==> src/rtl/core_pkg.sv <==
// Shared core types: opcode constants, forwarding-select encodings and the hazard scoreboard entry.
// Pure declarations, so there is no latency or backpressure here.
package core_pkg;

  typedef enum logic [6:0] {
    OPC_LOAD   = 7'b0000011,
    OPC_STORE  = 7'b0100011,
    OPC_BRANCH = 7'b1100011,
    OPC_JALR   = 7'b1100111,
    OPC_JAL    = 7'b1101111,
    OPC_R      = 7'b0110011,
    OPC_I      = 7'b0010011,
    OPC_AUIPC  = 7'b0010111,
    OPC_LUI    = 7'b0110111
  } opcode_e;

  localparam int FWD_RF = 0;

  // Wide enough for the largest legal load latency (NUM_FWD_STAGES-1 <= 6).
  localparam int SB_CNT_W = 3;

  typedef struct packed {
    logic                vld;
    logic [4:0]          rd;
    logic [SB_CNT_W-1:0] cnt;
  } sb_entry_t;

  function automatic logic [SB_CNT_W-1:0] cnt_dec(input logic [SB_CNT_W-1:0] c);
    return (c == '0) ? '0 : c - SB_CNT_W'(1);
  endfunction

endpackage

==> src/rtl/hazard_operand_match.sv <==
// Priority match of one source operand against the scoreboard, youngest entry first.
// Combinational, zero latency; raises hazard when the matched result is not yet forwardable.
import core_pkg::*;

module hazard_operand_match #(
  parameter int NUM_ENT = 2,
  parameter int FWD_W   = 2
) (
  input  sb_entry_t [NUM_ENT-1:0] sb,
  input  logic [4:0]              rs,
  input  logic                    used,
  output logic [FWD_W-1:0]        sel,
  output logic                    hazard
);

  // Scan oldest to youngest so the youngest candidate overwrites the result.
  always_comb begin
    sel    = FWD_W'(FWD_RF);
    hazard = 1'b0;
    for (int i = NUM_ENT - 1; i >= 0; i--) begin
      if (used && (rs != 5'd0) && sb[i].vld && (sb[i].rd == rs)) begin
        if (sb[i].cnt == '0) begin
          sel    = FWD_W'(i + 1);
          hazard = 1'b0;
        end else begin
          sel    = FWD_W'(FWD_RF);
          hazard = 1'b1;
        end
      end
    end
  end

endmodule

==> src/rtl/pipe_hazard_ctrl.sv <==
// Forwarding select, load-use stall, redirect flush and freeze control beside decode; outputs are combinational (0 cycles).
// mem_busy drops advance, freezing the scoreboard and counters until memory is ready again.
import core_pkg::*;

module pipe_hazard_ctrl #(
  parameter int NUM_FWD_STAGES = 2,
  parameter int LOAD_LAT       = 1,
  parameter int FWD_W          = $clog2(NUM_FWD_STAGES + 1)
) (
  input  logic             clk,
  input  logic             rst,
  input  logic             id_valid,
  input  logic [4:0]       id_rs1,
  input  logic [4:0]       id_rs2,
  input  logic             id_rs1_used,
  input  logic             id_rs2_used,
  input  logic [4:0]       id_rd,
  input  logic             id_rd_wr,
  input  logic             id_is_load,
  input  logic             ex_redirect,
  input  logic             mem_busy,
  output logic             advance,
  output logic             id_stall,
  output logic             flush,
  output logic [FWD_W-1:0] fwd_a_sel,
  output logic [FWD_W-1:0] fwd_b_sel,
  output logic [31:0]      stall_cycles,
  output logic [31:0]      flush_count
);

  sb_entry_t [NUM_FWD_STAGES-1:0] sb;
  logic                           hazard_a;
  logic                           hazard_b;
  logic                           issue;

  hazard_operand_match #(.NUM_ENT(NUM_FWD_STAGES), .FWD_W(FWD_W)) u_match_a (
    .sb     (sb),
    .rs     (id_rs1),
    .used   (id_rs1_used),
    .sel    (fwd_a_sel),
    .hazard (hazard_a)
  );

  hazard_operand_match #(.NUM_ENT(NUM_FWD_STAGES), .FWD_W(FWD_W)) u_match_b (
    .sb     (sb),
    .rs     (id_rs2),
    .used   (id_rs2_used),
    .sel    (fwd_b_sel),
    .hazard (hazard_b)
  );

  assign advance  = !mem_busy;
  assign flush    = ex_redirect & advance;
  assign id_stall = id_valid & (hazard_a | hazard_b) & !flush;
  // A stalled or flushed decode slot becomes a bubble in EX.
  assign issue    = id_valid & !id_stall & !flush & id_rd_wr & (id_rd != 5'd0);

  always_ff @(posedge clk or posedge rst) begin
    if (rst) begin
      sb           <= '0;
      stall_cycles <= '0;
      flush_count  <= '0;
    end else if (advance) begin
      sb[0].vld <= issue;
      sb[0].rd  <= id_rd;
      sb[0].cnt <= id_is_load ? SB_CNT_W'(LOAD_LAT) : '0;
      for (int i = 1; i < NUM_FWD_STAGES; i++) begin
        sb[i].vld <= sb[i-1].vld;
        sb[i].rd  <= sb[i-1].rd;
        sb[i].cnt <= cnt_dec(sb[i-1].cnt);
      end
      if (id_stall) stall_cycles <= stall_cycles + 32'd1;
      if (flush)    flush_count  <= flush_count + 32'd1;
    end
  end

endmodule

==> config.mk <==
export PLATFORM = sky130hd
export DESIGN_NAME = pipe_hazard_ctrl
export DESIGN_NICKNAME = d
export VERILOG_FILES = /design/src/rtl/core_pkg.sv /design/src/rtl/hazard_operand_match.sv /design/src/rtl/pipe_hazard_ctrl.sv
export SDC_FILE = /design/constraint.sdc
export NUM_CORES = 1
export LEC_CHECK = 0
export BUFFER_PORTS_ARGS = -buffer_cell sky130_fd_sc_hd__buf_2
export CAP_MARGIN = 20
export CORE_MARGIN = 8
export CORE_UTILIZATION = 53
export CTS_CLUSTER_SIZE = 24
export DETAILED_ROUTE_END_ITERATION = 16
export PLACE_DENSITY = 0.8
export SLEW_MARGIN = 10
export SYNTH_ARGS = -nofsm -noshare
export SYNTH_HDL_FRONTEND = slang
export SYNTH_HIERARCHICAL = 1
export SYNTH_SLANG_ARGS = --single-unit
==> constraint.sdc <==
create_clock -name clk -period 3.1 [get_ports clk]
set_input_delay 0.62 -clock clk [delete_from_list [all_inputs] [get_ports clk]]
set_output_delay 0.62 -clock clk [all_outputs]
set_load 0.02 [all_outputs]
==> results by group, run 1 <==
STA
  • Final min period: about 2.8 ns
  • Tcrit/Tclk final: slightly above 90%
  • Tightest Pin Transition: ~0.82 ns
  • RSZ-0062 raised after global routing: no
  • Setup ws final: 0.277 ns
  • Clock Skews: approximately 0.012 ns
  • Final hold viol count: 0
  • Max Slew Vio Count: 0
  • Final setup viols: 0
  • Fin Setup TNS: 0 ns
  • Max Fclk: 354 MHz
  • Slew headroom: 45.4%

Pwr
  • Lkg Pwr: approximately 2.4 nW
  • Peak VDD IR: around 0.45 mV
  • Pwr Density: approximately 500 nW/um^2

Clock network
  • Clk Latency, worst-skew pair: 0.34 ns
  • Post-cts resize count: 0
  • Sink Count: 77
  • Total CTS buffers: 9
  • Longest Clk Path Bufs: 2
  • CTS clk-pin slew, worst paths: 0.08 ns
  • Htree depth: 3
  • CTS root buf: clkbuf_8
  • Postcts setup bufs: 0
  • CTS tree: yes
  • CTS hold repair buffers: 0

Worst setup path
  • Worst Setup Start Kind: input port
  • Crit path kind: input port to primary output
  • Slowest cell on the critical path: or4_1
  • Worst path buffer plus inverter count: 3
  • CP delay by family, top: simple AND/OR/NAND/NOR gates
  • Critical Path End Type: primary output
  • Required @ worst endpoint: around 2.5 ns
  • Max incr delay on CP: slightly above 0.5 ns
  • Critical path cell sequence: buf_2, or4_1, o21a_1, nand4_2, mux2i_1, nor2_1, buf_4, nor2_1, buf_2
  • Crit path DAT: roughly 2.2 ns
  • Maximum fanout along the worst path: 4

Logic synthesis
  • Synth top cells by count: 77 x dfrtp_1, 43 x xnor2_1, 38 x xor2_1
  • Seq/Total Area, Yosys: between 50% and 60%
  • Mapped Cells: about 330
  • Top_reg_cell synth: dfrtp_1
  • EDFF count, synth: 0
  • Yosys cell types: 36
  • Dominant cell type by area after synthesis: dfrtp_1
  • Post-synthesis cell area: around 3800 sq um
  • Syn avg cell area: 11.3 sq um
  • Yosys warns: 6
  • Asr flop ratio synth: 100%
  • Synth area leaders: dfrtp_1 51%, xnor2_1 10%, xor2_1 8.8%, mux2_2 3.9%, nand2_1 2.9%
  • #FFs+latches synth: 77
  • Most frequent cell after synthesis: dfrtp_1
  • Synth top area share: a little over 50%

Route
  • Post-DR vias/cell: 5.23
  • Iteration count of the initial detailed-routing pass: 4
  • DRC Markers: 0
  • Routed WL: roughly 8.5 mm
  • Vias: 2864
  • Final ANT Viol Nets: 0
  • WL/cell: 15.6 microns
  • Iter 0 DRT Violations: 140

Run status
  • Outcome: completed

Floorplan
  • Core Region: between 6000 and 7000 sq um
  • Row Count: 30
  • Chip Width: 100 microns
  • Top-level port count: 95
  • Initial core utilization: 55.1%
  • Height of the die: 100 microns
  • Total die area: approximately 10000 sq um

Placement
  • Place WS: approximately 0.14 ns
  • Placed inst area: around 4400 sq um
  • HPWL after DPL: 6.39 mm
  • PortBufs: 94
  • Placed Cells: between 500 and 600
  • Final GP Congestion: about 0.89

GRT
  • Vias in the first global route: about 2800
  • Largest net degree at the start of global routing: 40
  • GRT Total Usage: between 10% and 20%
  • First-pass GRT wire length: approximately 13 mm
  • Total gr overflow: 0
  • Antenna violations before repair: 0

Cells and area
  • Layout Cells excl Fill: ~550
  • NumNets Final: 474
  • ANT cells: 0
  • Share of cells above drive strength 1: between 30% and 40%
  • Layout area overhead: 23.2%
  • Fin area: around 4600 sq um

Flow run
  • Maxcap violations: 0

Worst hold path
  • Hold Crit Class: input port to asynchronous set/reset pin
## per-layer routing
layer  share of wire, %  GRT usage [%]  vias up
met3                7.5           3.94       11
li1                   -              -     1366
met5                  0              0        -
met2                 47           26.9       95
met4                1.4           7.33        0
met1                 44           20.9     1392
## cell families after synthesis
logic type / Yosys count / synth area share (%)
xor+xnor: 82 / 19.3
buf+inv: 11 / 1.53
compound gates: 3 / 0.598
mux: 15 / 4.42
simple gates: 141 / 22.2
other cells: 1 / 0.0996
fa+ha+maj: 2 / 0.665
flops: 77 / 51.2
## power by group
group / total, W / internal (W) / switching, W
Clock: 0.000875 / 0.000528 / 0.000347
Combinational: 0.000296 / 0.000119 / 0.000177
Sequential: 0.00115 / 0.00107 / 0.0000808
## path summary, 6_finish.rpt
| path | cells after the start | from | endpoint | slack [ns] |
|---|---|---|---|---|
| worst max-delay path | 9 | id_rs2[1] | id_stall | 0.28 |
| worst min-delay path | 2 | rst | stall_cycles[22] | 0.44 |
| worst max register to register | 10 | sb[3] | stall_cycles[28] | 0.40 |
| worst min register to register | 1 | flush_count[23] | flush_count[23] | 0.48 |
| max in group asynchronous | 3 | rst | sb[13] | 1.98 |
| min in group clk | 1 | flush_count[23] | flush_count[23] | 0.48 |
## cells in the final DEF, fill, tap and decap left out, types with 3 or more instances in the layout
master	synthesis	layout
nand4_1	16	16
inv_1	4	3
nand3_1	18	18
and3_1	13	13
or3_1	3	3
and2_1	6	6
mux2_2	13	13
or4_1	4	4
nor4_1	7	7
conb_1	1	14
buf_2	1	94
and4_1	7	7
bufinv_16	0	3
nand2b_1	3	3
and2_0	3	3
nand2_1	29	29
clkbuf_8	0	9
nor3_1	8	8
nor2_1	13	13
buf_4	0	4
dfrtp_1	77	77
xor2_1	38	38
xnor2_1	43	43
## final cells by class
class / instances / area, sq um
clock buffer: 10 / 128
clock inverter: 5 / 100
timing repair buffer: 99 / 520
multi-input combinational: 257 / 1830
sequential: 77 / 1930
tap: 96 / 120
inverter: 4 / 15.0
fill: 561 / 2190
## through the flow
step	hold WS, ns	util [%]	power (W)
final	0.441	67.9	0.00232
after global routing	0.502	67.9	0.00241
after CTS	0.463	67.9	0.00234
after detailed placement	0.475	64.6	0.00146
after global placement	0.453	64.6	0.00145
after floorplan	0.488	-	0.00135
## registers in the layout, summed over array words and instances, names as in the netlist
| signal | cells |
|---|---|
| flush_count | 32 |
| stall_cycles | 32 |
| sb | 13 |
(Power assumes the default switching activity.)
==> run 2, diff against run 1 <==
- CORE_UTILIZATION: 53 -> 25
- PLACE_DENSITY: 0.8 -> not set
==> run 2 against run 1 <==
Clock power grew 20%; non-clock buffer count stayed put; die area grew 91%; utilization down 36 points; setup slack got worse by 0.075 ns; global-route usage down 6.6 points; sequential share of layout area fell by 1.6 points; flip-flop and latch count did not move; first-iteration DRC count shrank 44%; design area increased by 3.9%; power increased by 7.7%.
==> results by group, run 2 (synthesis gave the netlist of run 1 again) <==
Floorplan
  • Top-level port count: 95
  • Chip Width: ~140 microns
  • Initial core utilization: approximately a quarter
  • Core Region: between 10000 and 15000 sq um
  • Total die area: just under 20000 sq um
  • Height of the die: approximately 140 microns
  • Row Count: 45

Pwr
  • Pwr Density: 518 nW/um^2
  • Internal: between 0.0015 and 0.002 W
  • Peak VDD IR: between 0.4 and 0.5 mV
  • Combinational share of power: 11.9%
  • Post-layout power: around 0.0025 W
  • Switching Share: a little over a quarter
  • NetSw: approximately 0.00067 W
  • Lkg Pwr: 2.46 nW
  • Reg power frac: between 40% and 50%
  • Clock power frac: 42.1%

Cells and area
  • Fin area: ~4800 sq um
  • Share of cells above drive strength 1: just over 30%
  • Most frequent cells in the layout: 94 x buf_2, 77 x dfrtp_1, 43 x xnor2_1, 38 x xor2_1, 29 x nand2_1
  • Layout area overhead: 28.1%
  • NumNets Final: about 470
  • Biggest regs: flush_count: 32 flops, stall_cycles: 32 flops, sb: 13 flops
  • Commonest non-fill, non-tap cell in the layout: buf_2
  • ANT cells: 0

Clock network
  • Longest Clk Path Bufs: 2
  • CTS root buf: clkbuf_16
  • CTS clk-pin slew, worst paths: ~0.06 ns
  • Htree depth: 3
  • Sink Count: 77
  • Post-cts resize count: 0
  • Clk Latency, worst-skew pair: approximately 0.34 ns
  • Total CTS buffers: 9
  • Postcts setup bufs: 0
  • CTS hold repair buffers: 0
  • CTS tree: yes

STA
  • Max Slew Vio Count: 0
  • Tightest Pin Transition: about 0.68 ns
  • Clock Skews: roughly 0.0095 ns
  • Final hold viol count: 0
  • Final setup viols: 0
  • Max Fclk: between 300 and 400 MHz
  • Fin Setup TNS: 0 ns
  • Final min period: about 2.9 ns
  • Setup ws final: around 0.20 ns
  • WHS: between 0.3 and 0.4 ns
  • Slew headroom: about 55%
  • Tcrit/Tclk final: between 90% and 100%
  • RSZ-0062 raised after global routing: no

Worst setup path
  • Critical Path End Type: primary output
  • R2R setup slack: around 0.32 ns
  • R2r endpoint: stall_cycles[25]
  • Worst Setup Start Kind: input port
  • Crit path DAT: approximately 2.3 ns
  • Required @ worst endpoint: roughly 2.5 ns
  • Reg2Reg Depth: 10
  • RR Startpoint: sb[7]
  • Maximum fanout along the worst path: 4
  • Crit path kind: input port to primary output

GRT
  • Total gr overflow: 0
  • GRT Total Usage: 10.2%
  • Largest net degree at the start of global routing: 43
  • Antenna violations before repair: 1
  • First-pass GRT wire length: approximately 16 mm
  • Vias in the first global route: between 2000 and 3000

Route
  • DRC Markers: 0
  • Final ANT Viol Nets: 0
  • Iteration count of the initial detailed-routing pass: 4
  • Post-DR vias/cell: 4.40
  • WL/cell: approximately 15 microns
  • Iter 0 DRT Violations: 79
  • Vias: ~2800
  • Routed WL: ~9.5 mm

Placement
  • HPWL after DPL: approximately 7.2 mm
  • Place WS: between 0.03 and 0.04 ns
  • PortBufs: 94
  • Final GP Congestion: ~0.82
  • Placed inst area: between 4000 and 5000 sq um

Flow run
  • Maxcap violations: 0

Worst hold path
  • Hold Crit Class: input port to asynchronous set/reset pin

Run status
  • Outcome: completed
==> run 2: layout make-up <==
type | count | area (sq um)
multi-input combinational | 257 | 1830
clock inverter | 4 | 47.5
fill | 1552 | 10200
tap | 188 | 235
sequential | 77 | 1930
timing repair buffer | 99 | 520
inverter | 4 | 16.3
clock buffer | 12 | 246
==> run 2: stage by stage <==
stage,instances,utilization (%)
2_1_floorplan,345,-
3_3_place_gp,625,30.2
3_5_place_dp,625,30.2
4_1_cts,641,32.2
5_1_grt,641,32.2
6_report,641,32.2
==> run 2: layer usage <==
metal / GRT usage (%) / up-vias / part of all wire [%]
met5: 0 / - / 0.14
met4: 6.24 / 2 / 2.6
met3: 2.65 / 16 / 4.3
met2: 16.2 / 60 / 47
met1: 12.1 / 1380 / 46
li1: - / 1362 / -
==> run 2: critical path, stage by stage <==
cell	delay, ns
buf_2	0.12
or4_1	0.53
o21a_1	0.23
nand4_2	0.11
mux2i_1	0.08
nor2_1	0.22
buf_4	0.17
nor2_1	0.04
buf_2	0.15
==> run 2: worst max-delay path by stage <==
stage              start                to
4_1_cts        id_rs2[1]          id_stall
3_5_place_dp   id_rs2[4]  stall_cycles[25]
2_1_floorplan  id_rs2[0]  stall_cycles[25]
5_1_grt        id_rs2[1]          id_stall
6_report       id_rs2[1]          id_stall
3_3_place_gp   id_rs2[0]  stall_cycles[25]
==> run 2: power by group through the flow <==
| stage | logic, W | registers [W] | clock network [W] |
|---|---|---|---|
| after detailed placement | 0.000303 | 0.00117 | 0 |
| after global placement | 0.000296 | 0.00116 | 0 |
| final | 0.000296 | 0.00115 | 0.00105 |
| after floorplan | 0.000143 | 0.00120 | 0 |
| after CTS | 0.000304 | 0.00115 | 0.00109 |
| after global routing | 0.000334 | 0.00116 | 0.00112 |
